--- config.mk ---
export PLATFORM = sky130hd
export DESIGN_NAME = down_count_monitor
export DESIGN_NICKNAME = d
export VERILOG_FILES = /design/src/rtl/down_count_monitor.sv
export SDC_FILE = /design/constraint.sdc
export NUM_CORES = 1
export LEC_CHECK = 0
export BUFFER_PORTS_ARGS = -buffer_cell sky130_fd_sc_hd__clkbuf_2
export CAP_MARGIN = 20
export CORE_MARGIN = 8
export CORE_UTILIZATION = 50
export DETAILED_ROUTE_END_ITERATION = 7
export GPL_TIMING_DRIVEN = 0
export HOLD_SLACK_MARGIN = 0.1
export PLACE_DENSITY = 0.73
export SYNTH_ARGS = -nofsm -noshare
export SYNTH_HDL_FRONTEND = slang
export SYNTH_SLANG_ARGS = --single-unit
--- constraint.sdc ---
create_clock -name i_clk -period 2.4 [get_ports i_clk]
set_input_delay 0.48 -clock i_clk [delete_from_list [all_inputs] [get_ports i_clk]]
set_output_delay 0.48 -clock i_clk [all_outputs]
set_load 0.01 [all_outputs]
--- src/rtl/down_count_monitor.sv ---
// down_count_monitor
//   Consumer of a small ripple down counter. The raw counter bus is brought into
//   the system clock domain through a two-flop synchronizer, glitch-filtered by
//   requiring STABLE consecutive equal samples, and each accepted value is
//   checked to be exactly one less (mod 2^WIDTH) than the previous accepted value.
//
// Ports
//   i_clk          system clock, rising edge
//   i_rst_n        asynchronous active-low reset
//   i_q_in         raw counter bus, asynchronous to i_clk
//   i_clr          synchronous clear of wrap count / error flag, re-acquire
//   o_q_sync       last accepted counter value
//   o_valid        a value has been acquired since reset/clear
//   o_wrap_pulse   one-cycle pulse on an accepted 0 -> max underflow
//   o_wrap_count   number of underflows, modulo 2^WRAP_W
//   o_seq_err      sticky: an accepted value broke the -1 sequence
module down_count_monitor #(
    parameter int unsigned WIDTH  = 2,
    parameter int unsigned WRAP_W = 8,
    parameter int unsigned STABLE = 2
) (
    input  logic              i_clk,
    input  logic              i_rst_n,
    input  logic [WIDTH-1:0]  i_q_in,
    input  logic              i_clr,
    output logic [WIDTH-1:0]  o_q_sync,
    output logic              o_valid,
    output logic              o_wrap_pulse,
    output logic [WRAP_W-1:0] o_wrap_count,
    output logic              o_seq_err
);

    localparam int unsigned       STAB_W   = $clog2(STABLE + 1);
    localparam logic [STAB_W-1:0] STAB_MAX = STAB_W'(STABLE);
    localparam logic [STAB_W-1:0] STAB_ONE = STAB_W'(1);

    typedef enum logic [1:0] {
        StAcq,
        StTrack,
        StErr
    } state_t;

    // Synchronizer and filter state
    logic [WIDTH-1:0]  r_s1;
    logic [WIDTH-1:0]  r_s2;
    logic [STAB_W-1:0] r_stab;

    // Tracking state
    state_t            r_state;
    logic [WIDTH-1:0]  r_q_sync;
    logic              r_valid;
    logic              r_wrap_pulse;
    logic [WRAP_W-1:0] r_wrap_count;
    logic              r_seq_err;

    logic [STAB_W-1:0] w_stab_next;
    logic              w_accept;
    logic [WIDTH-1:0]  w_q_dec;

    state_t            w_state_next;
    logic [WIDTH-1:0]  w_q_sync_next;
    logic              w_valid_next;
    logic              w_wrap_pulse_next;
    logic [WRAP_W-1:0] w_wrap_count_next;
    logic              w_seq_err_next;

    // r_s1 != r_s2 means r_s2 is about to change on this edge, so the run restarts.
    always_comb begin
        w_stab_next = r_stab;
        if (r_s1 != r_s2) begin
            w_stab_next = STAB_ONE;
        end else if (r_stab != STAB_MAX) begin
            w_stab_next = r_stab + STAB_ONE;
        end
    end

    // r_s2 has now been seen STABLE times in a row; a repeat is only taken while acquiring.
    assign w_accept = (r_stab == STAB_MAX) && ((r_state == StAcq) || (r_s2 != r_q_sync));
    assign w_q_dec  = r_q_sync - WIDTH'(1);

    always_comb begin
        w_state_next      = r_state;
        w_q_sync_next     = r_q_sync;
        w_valid_next      = r_valid;
        w_wrap_pulse_next = 1'b0;
        w_wrap_count_next = r_wrap_count;
        w_seq_err_next    = r_seq_err;

        if (i_clr) begin
            w_wrap_count_next = '0;
            w_seq_err_next    = 1'b0;
            if (w_accept) begin
                // A value arriving with clr counts as a fresh acquisition.
                w_q_sync_next = r_s2;
                w_valid_next  = 1'b1;
                w_state_next  = StTrack;
            end else begin
                w_valid_next  = 1'b0;
                w_state_next  = StAcq;
            end
        end else if (w_accept) begin
            w_q_sync_next = r_s2;
            unique case (r_state)
                StAcq: begin
                    w_valid_next = 1'b1;
                    w_state_next = StTrack;
                end
                StTrack: begin
                    if (r_s2 == w_q_dec) begin
                        if (r_q_sync == '0) begin
                            w_wrap_pulse_next = 1'b1;
                            w_wrap_count_next = r_wrap_count + WRAP_W'(1);
                        end
                    end else begin
                        w_seq_err_next = 1'b1;
                        w_state_next   = StErr;
                    end
                end
                StErr: begin
                    w_state_next = StErr;
                end
                default: begin
                    w_state_next = StAcq;
                end
            endcase
        end
    end

    always_ff @(posedge i_clk or negedge i_rst_n) begin
        if (!i_rst_n) begin
            r_s1         <= '0;
            r_s2         <= '0;
            r_stab       <= '0;
            r_state      <= StAcq;
            r_q_sync     <= '0;
            r_valid      <= 1'b0;
            r_wrap_pulse <= 1'b0;
            r_wrap_count <= '0;
            r_seq_err    <= 1'b0;
        end else begin
            r_s1         <= i_q_in;
            r_s2         <= r_s1;
            r_stab       <= w_stab_next;
            r_state      <= w_state_next;
            r_q_sync     <= w_q_sync_next;
            r_valid      <= w_valid_next;
            r_wrap_pulse <= w_wrap_pulse_next;
            r_wrap_count <= w_wrap_count_next;
            r_seq_err    <= w_seq_err_next;
        end
    end

    assign o_q_sync     = r_q_sync;
    assign o_valid      = r_valid;
    assign o_wrap_pulse = r_wrap_pulse;
    assign o_wrap_count = r_wrap_count;
    assign o_seq_err    = r_seq_err;

endmodule
==> impl_metrics.ini <==
[final_layout]
drive_above_1_share = 0.217
diodes = 0
layout.nets = 126
stdcell_area_um2 = 1170
area_delta_synth_final_pct = 14.1
fillCellCount = 178

[critical_path]
start_kind = register
path_delay_family = simple AND/OR/NAND/NOR gates
end_kind = register
crit_type = register to register
path_cells = inv_1, ha_1, xor2_2, nand2_1, or4_1, a21oi_1
cpMaxStageDelayCell = or4_1
required_ns = 2.62
slowest_delay_ns = 0.52
cp.arrival_ns = 2.21
cp_max_fo = 4
path_buf_inv = 1

[timing]
report.final.slew_viol_count = 0
layout_min_cycle_time_ns = 1.99
tightest_slew_ns = 0.499
clock_skew_ns = 0.00114
fmaxAchievable_mhz = 502
setup_viol = 0
grt_setup_unrepaired = no
timing.final.hold_violations = 0
fin_crit_sh = 0.830
relSlewSlack = 0.667
setup_tns_ns = 0

[synth]
synth.distinct_cells = 29
synth_seq_cells = 21
syn_area_um2 = 1030
syn_inst = 94
synth_area_per_cell_um2 = 10.9
synth_nets = 104
ys_warn_count = 0
synth-seq-area-share = 0.512

[floorplanning]
io_pins = 18
die_h_um = 61.3
core_area_um2 = 1940
row_count = 16
die_area_um2 = 3760
initial_core_util = 0.528
die-width_um = 61.3

[clock_network]
insertion_delay_ns = 0.29
cts_root_buf = clkbuf_4
htree_levels = 1
cts_tree = yes
cts_setup_buffers = 0
cts.sinks = 21
hold_buffers = 0
path_clk_slew_ns = 0.11
ctsResizeCount = 0
cts_inserted_buffers = 3
clockBufferDepth = 2

[routing]
ant_nets = 0
vias = 744
drtIter0Drc = 4
drc_errors = 0
vias_per_cell = 5.24
first_pass_iters = 4
routed_wl_um = 1830
wire_per_inst_um = 12.9

[flow_run]
maxCapViolations = 0

[placement]
io_buffers = 17
placed_area_um2 = 1140
place_congestion = 0.781
dp_hpwl_um = 1440

[global_routing]
grt_max_degree = 22
grt_pass1_wl_um = 3130
grt_pass1_vias = 755
antenna_found_initial = 0
grt_overflow = 0
track_usage = 0.110

[status]
status = finished clean

[hold_path]
hold_path_class = input pin to async pin

[power_and_ir_drop]
peakVddDrop_mv = 0.464
p_total_uw = 775
p_per_area_nw_per_um2 = 662
p_leak_uw = 0.000548
worst register-to-register path: stages, from the launching register on:
cell and delay (ns):
dfrtp_1 0.42, inv_1 0.07, ha_1 0.33, xor2_2 0.28, nand2_1 0.14, or4_1 0.52
a21oi_1 0.16
final timing paths:
kind                            cells after the start                           to  slack (ns)               startpoint
worst max-delay path                                6  o_wrap_count[7]$_DFFE_PN0P_        0.41  o_q_sync[0]$_DFFE_PN0P_
worst min-delay path                                1       o_wrap_pulse$_DFF_PN0_        0.13                  i_rst_n
worst max register to register                      6  o_wrap_count[7]$_DFFE_PN0P_        0.41  o_q_sync[0]$_DFFE_PN0P_
worst min register to register                      0            r_s2[0]$_DFF_PN0_        0.41        r_s1[0]$_DFF_PN0_
max in group asynchronous                           1       r_state[0]$_DFFE_PN0P_        1.94                  i_rst_n
min in group i_clk                                  1            r_s1[1]$_DFF_PN0_        0.28                i_q_in[1]
layout make-up:
class / instances / area (um2) / area share
tap: 27 / 33.8 / 0.0288
timing repair buffer: 17 / 85.1 / 0.0726
inverter: 7 / 26.3 / 0.0224
buffer: 2 / 16.3 / 0.0139
sequential: 21 / 526 / 0.449
multi-input combinational: 64 / 458 / 0.391
clock buffer: 4 / 26.3 / 0.0224
sequential cells by signal, indices dropped and copies added (netlist names):
| register | count |
|---|---|
| r_state | 2 |
| r_s1 | 2 |
| o_wrap_count | 8 |
| o_seq_err | 1 |
| o_valid | 1 |
| o_wrap_pulse | 1 |
| r_stab | 2 |
| o_q_sync | 2 |
| r_s2 | 2 |
stage by stage:
stage,utilization,hold WS [ns],setup WS [ns],std cells
2_1_floorplan,-,0.184,0.487,94
3_3_place_gp,0.590,0.382,0.460,138
3_5_place_dp,0.590,0.383,0.408,138
4_1_cts,0.603,0.148,0.399,142
5_1_grt,0.603,0.173,0.272,142
6_report,0.603,0.130,0.408,142
per-layer routing:
metal,vias up,GRT usage,routed length (um)
met5,-,0,0
met4,0,0.0432,13
met3,2,0.0355,136
met2,15,0.185,821
met1,347,0.125,855
li1,380,-,-
kinds of logic (layout without fill, tap and decap cells):
kind of cell,count (synthesis),count (layout),share of synthesized area
compound gates,20,20,0.117
xor+xnor,8,8,0.0829
fa+ha+maj,5,5,0.0610
buf+inv,9,30,0.0415
flops,21,21,0.512
mux,1,1,0.00976
simple gates,30,30,0.176
power breakdown:
part | total (uW) | switching (uW) | internal [uW]
Clock | 166 | 101 | 64.6
Combinational | 205 | 130 | 75.1
Sequential | 404 | 24.1 | 380
cells in the mapped netlist (all sizes together):
| library cell | count | share of area |
|---|---|---|
| nand2 | 4 | 0.015 |
| o21ai | 5 | 0.024 |
| and4bb | 1 | 0.012 |
| xnor2 | 2 | 0.017 |
| ha | 5 | 0.061 |
| o31a | 1 | 0.0085 |
| mux2i | 1 | 0.0098 |
| or3 | 4 | 0.024 |
| clkbuf | 1 | 0.0037 |
| o22ai | 1 | 0.0061 |
| nand3 | 3 | 0.027 |
| or4 | 2 | 0.015 |
| nand4b | 1 | 0.0085 |
| a21oi | 7 | 0.034 |
| and2 | 2 | 0.013 |
| dlymetal6s2s | 1 | 0.012 |
| and3 | 1 | 0.0061 |
| dfrtp | 21 | 0.51 |
| nor3 | 1 | 0.0049 |
| o31ai | 4 | 0.029 |
| a31oi | 1 | 0.0061 |
| nor2 | 7 | 0.026 |
| xor2 | 6 | 0.066 |
| nand4 | 4 | 0.024 |
| o32ai | 1 | 0.0085 |
| inv | 7 | 0.026 |
layout by cell type, fill, tap and decap left out:
cell / synthesis / routed
xor2_2: 2 / 2
nand3_4: 1 / 1
xnor2_1: 2 / 2
inv_1: 7 / 7
nor2_1: 7 / 7
clkbuf_4: 0 / 3
o22ai_1: 1 / 1
xor2_1: 4 / 4
nand3_1: 2 / 2
a31oi_1: 1 / 1
and4bb_2: 1 / 1
a21oi_1: 7 / 7
or3_1: 4 / 4
o21ai_0: 5 / 5
nand4b_1: 1 / 1
clkbuf_2: 0 / 17
o32ai_1: 1 / 1
dlymetal6s2s_1: 1 / 1
and2_2: 1 / 1
nor3_1: 1 / 1
clkbuf_1: 1 / 2
or4_1: 2 / 2
and3_1: 1 / 1
nand4_1: 4 / 4
dfrtp_1: 21 / 21
mux2i_1: 1 / 1
o31ai_1: 4 / 4
and2_1: 1 / 1
ha_1: 5 / 5
o31a_1: 1 / 1
nand2_1: 4 / 4
(Power assumes the default switching activity.)
